===== config.mk =====
export PLATFORM = sky130hd
export DESIGN_NAME = mips32_prefetch_buffer
export DESIGN_NICKNAME = d
export VERILOG_FILES = /design/src/rtl/mips32_pkg.sv /design/src/rtl/mips32_sync_fifo.sv /design/src/rtl/mips32_prefetch_buffer.sv
export SDC_FILE = /design/constraint.sdc
export NUM_CORES = 1
export LEC_CHECK = 0
export ABC_AREA = 1
export CAP_MARGIN = 10
export CORE_ASPECT_RATIO = 2
export CORE_UTILIZATION = 30
export CTS_CLUSTER_DIAMETER = 120
export DETAILED_ROUTE_END_ITERATION = 7
export GPL_TIMING_DRIVEN = 0
export PLACE_DENSITY = 0.49
export SYNTH_ARGS = -nofsm -noshare
export SYNTH_HDL_FRONTEND = slang
export SYNTH_SLANG_ARGS = --single-unit

===== constraint.sdc =====
create_clock -name clk1 -period 2.6 [get_ports clk1]
set_input_delay 0.65 -clock clk1 [delete_from_list [all_inputs] [get_ports clk1]]
set_output_delay 0.65 -clock clk1 [all_outputs]
set_load 0.03 [all_outputs]

===== src/rtl/mips32_pkg.sv =====
// Shared types and constants for the MIPS32 instruction prefetch buffer.
package mips32_pkg;

   localparam logic [5:0]  OPC_HLT          = 6'h3f;
   localparam logic [31:0] DEFAULT_RESET_PC = 32'd0;

   typedef logic [31:0] word_t;

   typedef struct packed {
      word_t pc;
      word_t instr;
   } pf_entry_t;

   function automatic logic is_hlt(word_t instr);
      return instr[31:26] == OPC_HLT;
   endfunction

endpackage


===== src/rtl/mips32_sync_fifo.sv =====
// Generic synchronous FIFO; DEPTH must be a power of two so the pointers wrap naturally.
module mips32_sync_fifo #(
   parameter int unsigned DEPTH = 4,
   parameter int unsigned WIDTH = 64
) (
   input  logic                         clk1,
   input  logic                         rst_n,
   input  logic                         push,
   input  logic                         pop,
   input  logic                         clear,
   input  logic [WIDTH-1:0]             wdata,
   output logic [WIDTH-1:0]             rdata,
   output logic [$clog2(DEPTH+1)-1:0]   count,
   output logic                         empty,
   output logic                         full
);

   localparam int unsigned AW = $clog2(DEPTH);
   localparam int unsigned CW = $clog2(DEPTH + 1);

   logic [WIDTH-1:0] mem_q [DEPTH];
   logic [AW-1:0]    rd_ptr_q, wr_ptr_q;
   logic [CW-1:0]    count_q, count_d;
   logic             do_push, do_pop;

   assign empty   = (count_q == '0);
   assign full    = (count_q == CW'(DEPTH));
   assign do_push = push && !full;
   assign do_pop  = pop && !empty;
   assign count   = count_q;
   assign rdata   = mem_q[rd_ptr_q];

   always_comb begin
      count_d = count_q;
      if (do_push && !do_pop) begin
         count_d = count_q + CW'(1);
      end else if (do_pop && !do_push) begin
         count_d = count_q - CW'(1);
      end
   end

   // Storage is reset too so the outputs read as zero straight out of reset.
   always_ff @(posedge clk1 or negedge rst_n) begin
      if (!rst_n) begin
         for (int unsigned i = 0; i < DEPTH; i++) begin
            mem_q[i] <= '0;
         end
         rd_ptr_q <= '0;
         wr_ptr_q <= '0;
         count_q  <= '0;
      end else if (clear) begin
         rd_ptr_q <= '0;
         wr_ptr_q <= '0;
         count_q  <= '0;
      end else begin
         if (do_push) begin
            mem_q[wr_ptr_q] <= wdata;
            wr_ptr_q        <= wr_ptr_q + AW'(1);
         end
         if (do_pop) begin
            rd_ptr_q <= rd_ptr_q + AW'(1);
         end
         count_q <= count_d;
      end
   end

endmodule


===== src/rtl/mips32_prefetch_buffer.sv =====
// Instruction prefetch buffer feeding the IF/ID boundary; HLT stop/halted logic is built only
// when MIPS32_PF_HLT_STOP_EN is defined.
module mips32_prefetch_buffer
   import mips32_pkg::*;
#(
   parameter int unsigned DEPTH    = 4,
   parameter logic [31:0] RESET_PC = DEFAULT_RESET_PC
) (
   input  logic  clk1,
   input  logic  rst_n,
   output logic  imem_req,
   output word_t imem_addr,
   input  word_t imem_rdata,
   input  logic  flush,
   input  word_t flush_pc,
   output logic  out_valid,
   input  logic  out_ready,
   output word_t out_instr,
   output word_t out_pc,
   output logic  halted
);

   localparam int unsigned CW = $clog2(DEPTH + 1);

   word_t     fetch_pc_q, fetch_pc_d;
   word_t     req_pc_q, req_pc_d;
   logic      inflight_q, inflight_d;
   logic      stop, hlt_in;
   logic      push, pop;
   logic      fifo_empty, fifo_full;
   logic      credit_ok;
   logic [CW-1:0] count;
   pf_entry_t push_entry, head;

   assign push       = inflight_q && !flush;
   assign pop        = out_valid && out_ready;
   assign push_entry = '{pc: req_pc_q, instr: imem_rdata};

   // Credit counts the outstanding request but not a same-cycle pop, so the FIFO never overflows.
   assign credit_ok = ({1'b0, count} + (CW + 1)'(inflight_q)) < (CW + 1)'(DEPTH);
   assign imem_req  = rst_n && !stop && !hlt_in && !flush && !fifo_full && credit_ok;
   assign imem_addr = fetch_pc_q;

   assign out_valid = !fifo_empty && !flush;
   assign out_instr = head.instr;
   assign out_pc    = head.pc;

   always_comb begin
      fetch_pc_d = fetch_pc_q;
      req_pc_d   = req_pc_q;
      inflight_d = 1'b0;
      if (flush) begin
         fetch_pc_d = flush_pc;
      end else if (imem_req) begin
         fetch_pc_d = fetch_pc_q + 32'd1;
         req_pc_d   = fetch_pc_q;
         inflight_d = 1'b1;
      end
   end

   always_ff @(posedge clk1 or negedge rst_n) begin
      if (!rst_n) begin
         fetch_pc_q <= RESET_PC;
         req_pc_q   <= '0;
         inflight_q <= 1'b0;
      end else begin
         fetch_pc_q <= fetch_pc_d;
         req_pc_q   <= req_pc_d;
         inflight_q <= inflight_d;
      end
   end

`ifdef MIPS32_PF_HLT_STOP_EN
   logic stop_q, halted_q;

   // An HLT arriving this cycle already blocks the request to the word after it.
   assign hlt_in = push && is_hlt(imem_rdata);
   assign stop   = stop_q;
   assign halted = halted_q;

   always_ff @(posedge clk1 or negedge rst_n) begin
      if (!rst_n) begin
         stop_q   <= 1'b0;
         halted_q <= 1'b0;
      end else if (flush) begin
         stop_q   <= 1'b0;
         halted_q <= 1'b0;
      end else begin
         if (hlt_in) begin
            stop_q <= 1'b1;
         end
         if (pop && is_hlt(head.instr)) begin
            halted_q <= 1'b1;
         end
      end
   end
`else
   assign hlt_in = 1'b0;
   assign stop   = 1'b0;
   assign halted = 1'b0;
`endif

   mips32_sync_fifo #(
      .DEPTH (DEPTH),
      .WIDTH ($bits(pf_entry_t))
   ) u_fifo (
      .clk1  (clk1),
      .rst_n (rst_n),
      .push  (push),
      .pop   (pop),
      .clear (flush),
      .wdata (push_entry),
      .rdata (head),
      .count (count),
      .empty (fifo_empty),
      .full  (fifo_full)
   );

endmodule

Word-level counts from Yosys, hierarchy flattened
Cells that the tools add are included.
{"block": "word_totals", "register_bits": 328, "latch_bits": 0, "mem_bits_rw": 0, "romBits": 0, "input_bits": 68, "out_inout_bits": 99, "wordCells": 64, "n_memories": 0}
{"block": "classes", "add_sub_neg": 6, "n_mul": 0, "div": 0, "order_cmp": 4, "eq_ne": 1, "shift": 0, "n_mux": 17, "bitwise_logic": 3, "reduce_logical": 23}
{"cell": "$bwmux 256", "count": 1}
{"cell": "$mux 64", "count": 3}
{"cell": "$bmux 64 s2", "count": 1}
{"cell": "$demux 64 s2", "count": 1}
{"cell": "$mux 32", "count": 2}
{"cell": "$add 32x1->32 const B", "count": 1}
{"cell": "$logic_and 1x1->1", "count": 11}
{"cell": "$mux 3", "count": 3}
{"cell": "$mux 2", "count": 4}
{"cell": "$ge 3x3->1 const B", "count": 2}
{"cell": "$not 2->3", "count": 2}
{"cell": "$reduce_bool 2->1", "count": 3}
{"cell": "$logic_not 1->1", "count": 5}
{"cell": "$add 2x1->2 const B", "count": 2}
{"cell": "$add 3x1->4", "count": 1}
{"cell": "$lt 4x3->1 const B", "count": 1}
{"cell": "$reduce_and 2->1", "count": 2}
{"cell": "$add 3x1->3 const B", "count": 1}
{"cell": "$eq 3x3->1 const B", "count": 1}
{"cell": "$logic_not 3->1", "count": 1}
{"cell": "$lt 3x1->1 const B", "count": 1}
{"cell": "$reduce_bool 3->1", "count": 1}
{"cell": "$sub 3x1->3 const B", "count": 1}
{"cell": "$mux 1", "count": 2}
{"cell": "$not 1->1", "count": 1}

Longest topological paths before layout
Gate-level depths: netlist (run 1).
{"block": "logic_depth", "word_depth": 9, "depth_mapped": 13, "ltp_nobuf": 12}

Modules after synthesis
A second synthesis (run 1) with hierarchy kept.
{"block": "hier_totals", "hier_cells": 1868, "area_unflattened_um2": 15890.2}
{"mod": "mips32_sync_fifo", "n_inst": 1, "cells_each": 1315, "area_per_inst_um2": 12131.6}
{"mod": "mips32_prefetch_buffer", "n_inst": 1, "cells_each": 553, "area_per_inst_um2": 3758.6}

Least setup slack after synthesis (run 1)
OpenSTA, ideal clock, no wires.
{"block": "synth_timing", "path_kind": "reg-to-output", "from": "register u_fifo.rd_ptr_q[0]", "to": "output port out_pc[10]", "arrival_ns": 1.603, "t_required_ns": 1.950, "setup_slack_ns": 0.347, "path_stages_with_launch": 7, "cell_sequence": "dfrtp_1 buf_2 inv_1 buf_2 clkbuf_1 o21ai_0 o22ai_1"}
{"block": "synth_via", "elab_chain_cells": 4}
{"item": "start: declaration", "line": "mips32_sync_fifo.sv:22", "rtl": "logic [AW-1:0] rd_ptr_q, wr_ptr_q;"}
{"item": "start signal: assignment", "line": "mips32_sync_fifo.sv:61", "rtl": "rd_ptr_q <= rd_ptr_q + AW'(1);"}
{"item": "$not 2->3 (implied by the code)", "line": "mips32_sync_fifo.sv:31", "rtl": "assign rdata = mem_q[rd_ptr_q];"}
{"item": "$bmux 64 s2", "line": "mips32_sync_fifo.sv:31"}
{"item": "$mux 64 (implied by the code) (2 in series)", "line": "mips32_sync_fifo.sv:31"}
{"item": "end: declaration", "line": "mips32_prefetch_buffer.sv:19", "rtl": "output word_t out_pc,"}
Every way passes these cells. The select of a mux whose other input is x is not followed.

Final worst setup path (run 1)
{"block": "layout_timing", "from": "register u_fifo.rd_ptr_q[0]", "to": "output port out_pc[11]"}
Same word-level chain as after synthesis.

==> impl_results.md, run 1 <==
- Root Driver: clkbuf_16
- Peak supply drop: 0.691 mV
- Crit path time final: 2.71 ns
- Share of the synthesized area in the top cell type: 51.5%
- Worst Max-Slew Pin Slew: 0.979 ns
- Failing checks: negative setup slack
- # fillers: 5,488
- Layout area overhead: 29.4%
- Worst Setup Path Type: flop to output port
- Final setup margin: -0.105 ns
- Ports: 167
- Via-per-instance ratio: 5.03
- Vias: 14.9k
- # setup viols final: 16
- Syn_nets: 2,131
- Synthesized area: 0.0159 mm2
- TritonCTS clock tree: yes
- Row cnt: 119
- Number of synthesized flops with an enable pin: 0
- FFs w/ async S/R, synth: 100%
- R2R Path End: u_fifo.mem_q[235]
- Setup Skew: 0.0119 ns
- Synth area leaders: dfrtp_1 (51%), nand2_1 (17%), o21ai_0 (12%)
- Top FF cell, synth: dfrtp_1
- Critical Path Source: u_fifo.rd_ptr_q[0]
- Final Hold Vio Count: 0
- Worst Path Max Fanout: 8
- CP endpoint kind: output port
- N_diodes: 0
- Final ANT Viol Nets: 0
- Yosys warnings: 0
- Reg2reg start: u_fifo.wr_ptr_q[0]
- CP arrival: 2.06 ns
- Syn Area/Cell: 7.75 um2
- Starting Density: 30.3%
- Final core utilization: 39.3%
- Crit start category: flop
- DR DRC count: 0
- Initial antenna violation count: 0
- Multi-input logic area: 0.00705 mm2
- GRT Total Usage: 22.6%
- Pwr Density: 1080 mW/mm2
- Routed length per instance: 20.4 um
- Lkg Pwr: 0.0104 uW
- Bufs on Longest Clock Path: 3
- Synth unique cells: 32
- Max-Cap Viols: 0
- Hpwl dp: 42,200 um
- Die width: 165 um
- Slew margin rel.: 34.7%
- Max-slew violations: 0
- Die Y: 328 um
- Post-DP Area: 0.0185 mm2
- Reg2Reg Depth: 7
- Clock transition at path regs: 0.06 ns
- Clk sinks: 328
- Clk_lat worst skew: 0.53 ns
- Tcrit/Tclk final: 104%
- DRT iter0 DRCs: 1,009
- Post-synth top area cell: dfrtp_1
- Post-route design area: 0.0206 mm2
- RSZ-0062 raised after global routing: true
- Hold WC Path Type: primary input to asynchronous set/reset pin
- Drt pass-1 iters: 5
- CTS buffer count: 35
- Global-route wire length before repair: 91,200 um
- Final wirelength: 60,400 um
- Register bit total from synthesis: 328
- Congestion Overflow GR: 0
- Worst Path Required: 1.95 ns
- Pin count of the biggest net entering global routing: 116
- FMAX: 0.370 GHz
- Die ar.: 0.0541 mm2
- Vias in the first global route: 15.2k
- Storage cell area: 0.00821 mm2
- Internal reg-to-reg setup slack: 0.24 ns
- Core area: 0.0526 mm2
- IO buf count: 164
- Worst setup path endpoint: out_pc[11]
- Gpl congestion: 0.941
- Status: complete, but fails checks
- NumNets Final: 2,352
- Seq/Total Area, Yosys: 51.5%
- H-tree depth: 2
- Mapped Cells: 2,057
- Share of cells above drive strength 1: 13.8%
[what timing repair did]
item,CTS,global route
pin swaps,28,19
hold buffers,1,0
setup endpoints to repair,86,65
setup buffers,8,0
hold endpoints to repair,24,0
resized for setup,595,73
cloned,7,2
[cells by family (layout without fill, tap and decap cells)]
logic type | count (synthesis) | in the layout | synth area share (%)
AND/OR/NAND/NOR | 984 | 984 | 24.1
AO/OA/AOI/OAI | 518 | 518 | 16.9
flip-flops | 328 | 328 | 51.5
buffers and inverters | 213 | 457 | 6.57
XOR/XNOR | 7 | 7 | 0.384
adder cells (fa/ha/maj) | 6 | 6 | 0.518
other | 1 | 1 | 0.0235
[through the flow]
step	total power [uW]	setup WS [ns]	TNS [ns]	std cells	hold WS [ns]
6_report	22300	-0.105	-0.598	2966	0.0929
5_1_grt	23600	-0.116	-2.21	2966	0.0819
4_1_cts	22200	-0.110	-1.48	2964	0.0714
3_5_place_dp	16100	-1.56	-76.59	2888	0.461
3_3_place_gp	16100	-14.88	-5622.00	2886	0.454
2_1_floorplan	12200	0.347	0	2057	0.354
[worst min path at each step]
stage | from | to | slack, ns
after floorplan | rst_n | imem_addr[0] | 0.35
after global placement | u_fifo.mem_q[135] | u_fifo.mem_q[135] | 0.45
after detailed placement | u_fifo.mem_q[136] | u_fifo.mem_q[136] | 0.46
after CTS | rst_n | imem_addr[17] | 0.07
after global routing | rst_n | u_fifo.mem_q[102] | 0.08
final | rst_n | imem_addr[17] | 0.09
[state kept, by name, summed over array words and instances (netlist names)]
| signal | count |
|---|---|
| u_fifo.count | 3 |
| u_fifo.rd_ptr_q | 2 |
| inflight_q | 1 |
| u_fifo.mem_q | 256 |
| req_pc_q | 32 |
| u_fifo.wr_ptr_q | 2 |
| imem_addr | 32 |
[per-layer routing]
metal	track usage, %	up-vias	routed length (um)
li1	-	7115	-
met1	24.7	7233	22200
met2	41.8	466	32400
met3	2.60	108	2900
met4	11.7	0	2950
met5	0	-	0
[cells in the mapped netlist, types with 6 or more instances]
cell type  count
o22ai_1       64
o21ai_1       55
nand2_1      740
nor2_1       194
clkbuf_1      64
o211ai_1       6
inv_1         69
buf_2         44
xor2_1         7
o21ai_0      386
dfrtp_1      328
buf_6         22
nand3_1       33
[power by group]
group	internal (uW)	switching, uW	leakage [uW]
combinational	3630	5990	0.00551
clock	3000	2130	0.000558
sequential	6470	1100	0.00433
[area by class of cell]
type	count	area share, %
Tap cell	665	4.03
Clock buffer	54	5.13
Inverter	74	1.42
Sequential cell	328	39.8
Timing Repair Buffer	184	9.77
Multi-Input combinational cell	1516	34.2
Clock inverter	6	0.400
Buffer	139	5.30
[worst max-delay path, cell delays in order (launching register included)]
cell and delay (ns):
dfrtp_1 0.41, buf_8 0.16, clkinv_8 0.07, buf_16 0.17
clkbuf_16 0.18, o21ai_2 0.06, o22ai_2 0.27, buf_6 0.19
[cell usage in the layout, fill, tap and decap left out, types with 6 or more instances in the layout]
master and instances:
buf_12 9, o22ai_1 28, buf_6 58, xor2_1 7
clkbuf_1 43, o21ai_0 334, nor2_2 16, buf_2 33
o21ai_1 97, clkbuf_16 41, nor2_1 179, buf_4 40
o211ai_1 6, inv_1 67, clkbuf_4 13, clkbuf_2 8
clkdlybuf4s50_1 97, o21ai_2 7, nand3_1 33, dfrtp_1 327
clkbuf_8 15, o22ai_2 33, nand2_1 740
No activity file was read; power rests on OpenSTA's default activity.
==> inputs of run 2 (changes only) <==
--- a/config.mk
+++ b/config.mk
@@ -13,6 +13,8 @@
 export DETAILED_ROUTE_END_ITERATION = 7
 export GPL_TIMING_DRIVEN = 0
 export PLACE_DENSITY = 0.49
+export RECOVER_POWER = 100
+export SLEW_MARGIN = 20
 export SYNTH_ARGS = -nofsm -noshare
 export SYNTH_HDL_FRONTEND = slang
 export SYNTH_SLANG_ARGS = --single-unit
==> run 2 against run 1 <==
Against the previous run: the run ends with max-capacitance violations, max-slew violations, negative setup slack left; clock skew increased by 0.0033 ns; sequential cell count unchanged; count of clock-buffer cells in the layout decreased by 3; clock power increased by 8.6%; fmax increased by 1.1%.
==> impl_results.md, run 2 (same netlist as run 1, synthesis figures left out) <==
- Status: complete, but fails checks
- Failing checks: max-capacitance violations, max-slew violations, negative setup slack
- Dpl ws: -1.25 ns
- Critical Path Source: u_fifo.rd_ptr_q[0]
- Hpwl dp: 42,600 um
- Setup Skew: 0.0152 ns
- Share of cells above drive strength 1: 15.9%
- GRT Total Usage: 22.7%
- CP endpoint kind: output port
- Final wirelength: 61,200 um
- Final ANT Viol Nets: 0
- Pin count of the biggest net entering global routing: 90
- Starting Density: 30.3%
- R2R Path End: u_fifo.mem_q[235]
- Row cnt: 119
- Clk sinks: 328
- Via-per-instance ratio: 5.05
- Worst Path Required: 1.95 ns
- H-tree depth: 2
- Reg2Reg Depth: 7
- Max-slew violations: 206
- NumNets Final: 2,361
- Drt pass-1 iters: 5
- Internal reg-to-reg setup slack: 0.23 ns
- DRT iter0 DRCs: 1,000
- Clock transition at path regs: 0.06 ns
- Congestion Overflow GR: 0
- Tcrit/Tclk final: 103%
- Reg2reg start: u_fifo.wr_ptr_q[0]
- Crit start category: flop
- Commonest non-fill, non-tap cell in the layout: nand2_1
- Ports: 167
- Root Driver: clkbuf_16
- Peak supply drop: 0.599 mV
- Max-Cap Viols: 4
- Core area: 0.0526 mm2
- Bufs on Longest Clock Path: 3
- FMAX: 0.374 GHz
- RSZ-0062 raised after global routing: true
- Worst Max-Slew Pin Slew: 2.26 ns
- Hold WC Path Type: primary input to asynchronous set/reset pin
- TritonCTS clock tree: yes
- Vias in the first global route: 15.2k
- Final Hold Vio Count: 0
- Die Y: 328 um
- CP arrival: 2.03 ns
- CTS buffer count: 35
- DR DRC count: 0
- Clk_lat worst skew: 0.53 ns
- Final setup margin: -0.0763 ns
- Total power: 23,300 uW
- N_diodes: 0
- Gpl congestion: 0.941
- Pwr Density: 1110 mW/mm2
- Most frequent cells in the layout: nand2_1 (740), dfrtp_1 (327), o21ai_0 (316)
- Global-route wire length before repair: 91,900 um
- Lkg Pwr: 0.0105 uW
- Worst Path Max Fanout: 8
- IO buf count: 164
- Slew margin rel.: -50.8%
- Max reg flops: 256
- Die ar.: 0.0541 mm2
- # setup viols final: 12
- Crit path time final: 2.68 ns
- Routed length per instance: 20.6 um
- Die width: 165 um
- Vias: 15.0k
- Layout area overhead: 32.4%
- Initial antenna violation count: 0
- Worst Setup Path Type: flop to output port
- Largest Register: u_fifo.mem_q
run 2: cell types whose count changed in the layout (fill, tap and decap cells not counted), sizes merged:
cell          change
clkbuf            -1
clkinv            +1
buf               +9
bufinv            +5
bufbuf            -4
dlymetal6s4s      +1
clkinvlp          +1
run 2: layout make-up:
cell class                 instances  area, um2
inverter                          74        294
buffer                           139       1190
multi-input combinational       1516       7320
clock inverter                    12        238
timing repair inverter             1       7.51
clock buffer                      51       1010
timing repair buffer             192       2010
tap                              665        832
fill                            5433      31400
sequential                       328       8210
run 2: how the worst max path moves through the flow:
stage | endpoint | slack, ns | depth (start not counted)
floorplan | out_pc[10] | 0.35 | 6
global placement | imem_req | -14.88 | 5
detailed placement | imem_req | -1.25 | 6
CTS | out_pc[22] | -0.10 | 7
global route | out_pc[24] | -0.08 | 7
finish | out_pc[24] | -0.08 | 7
run 2: layer usage:
layer	wire [um]	global-route usage (%)	vias to the layer above	part of all wire, %
met3	2900	2.51	126	4.7
li1	-	-	7138	-
met2	32800	42.2	500	54
met4	3300	11.2	0	5.4
met1	22200	24.8	7274	36
met5	0	0	-	0
run 2: power breakdown:
part / switching [uW] / total (uW) / internal, uW
clock network: 2170 / 5570 / 3400
registers: 1130 / 7600 / 6470
logic: 6240 / 10200 / 3940
run 2: repair_timing:
item / 4_1_cts / 5_1_grt
cloned: 8 / 8
gates resized for setup: 575 / 203
hold buffers: 1 / 0
hold endpoints to repair: 37 / 0
buffers inserted: 8 / 1
pin swaps: 29 / 34
setup endpoints to repair: 66 / 65
run 2: stage by stage:
stage / hold slack [ns] / instance area [um2] / instances / setup TNS [ns] / util [%]
5_1_grt: 0.0974 / 21100 / 2978 / -1.79 / 40.2
3_3_place_gp: 0.454 / 18400 / 2886 / -5622.00 / 35.0
3_5_place_dp: 0.461 / 18500 / 2889 / -55.43 / 35.2
2_1_floorplan: 0.354 / 15900 / 2057 / 0 / -
6_report: 0.103 / 21100 / 2978 / -0.256 / 40.2
4_1_cts: 0.0962 / 20500 / 2969 / -0.861 / 39.0
run 2: worst max-delay path, cell delays in order, from the launching register on:
cell	delay, ns
dfrtp_1	0.40
buf_8	0.16
clkinv_8	0.08
buf_16	0.17
clkbuf_16	0.17
o21ai_2	0.05
o22ai_2	0.26
buf_6	0.18
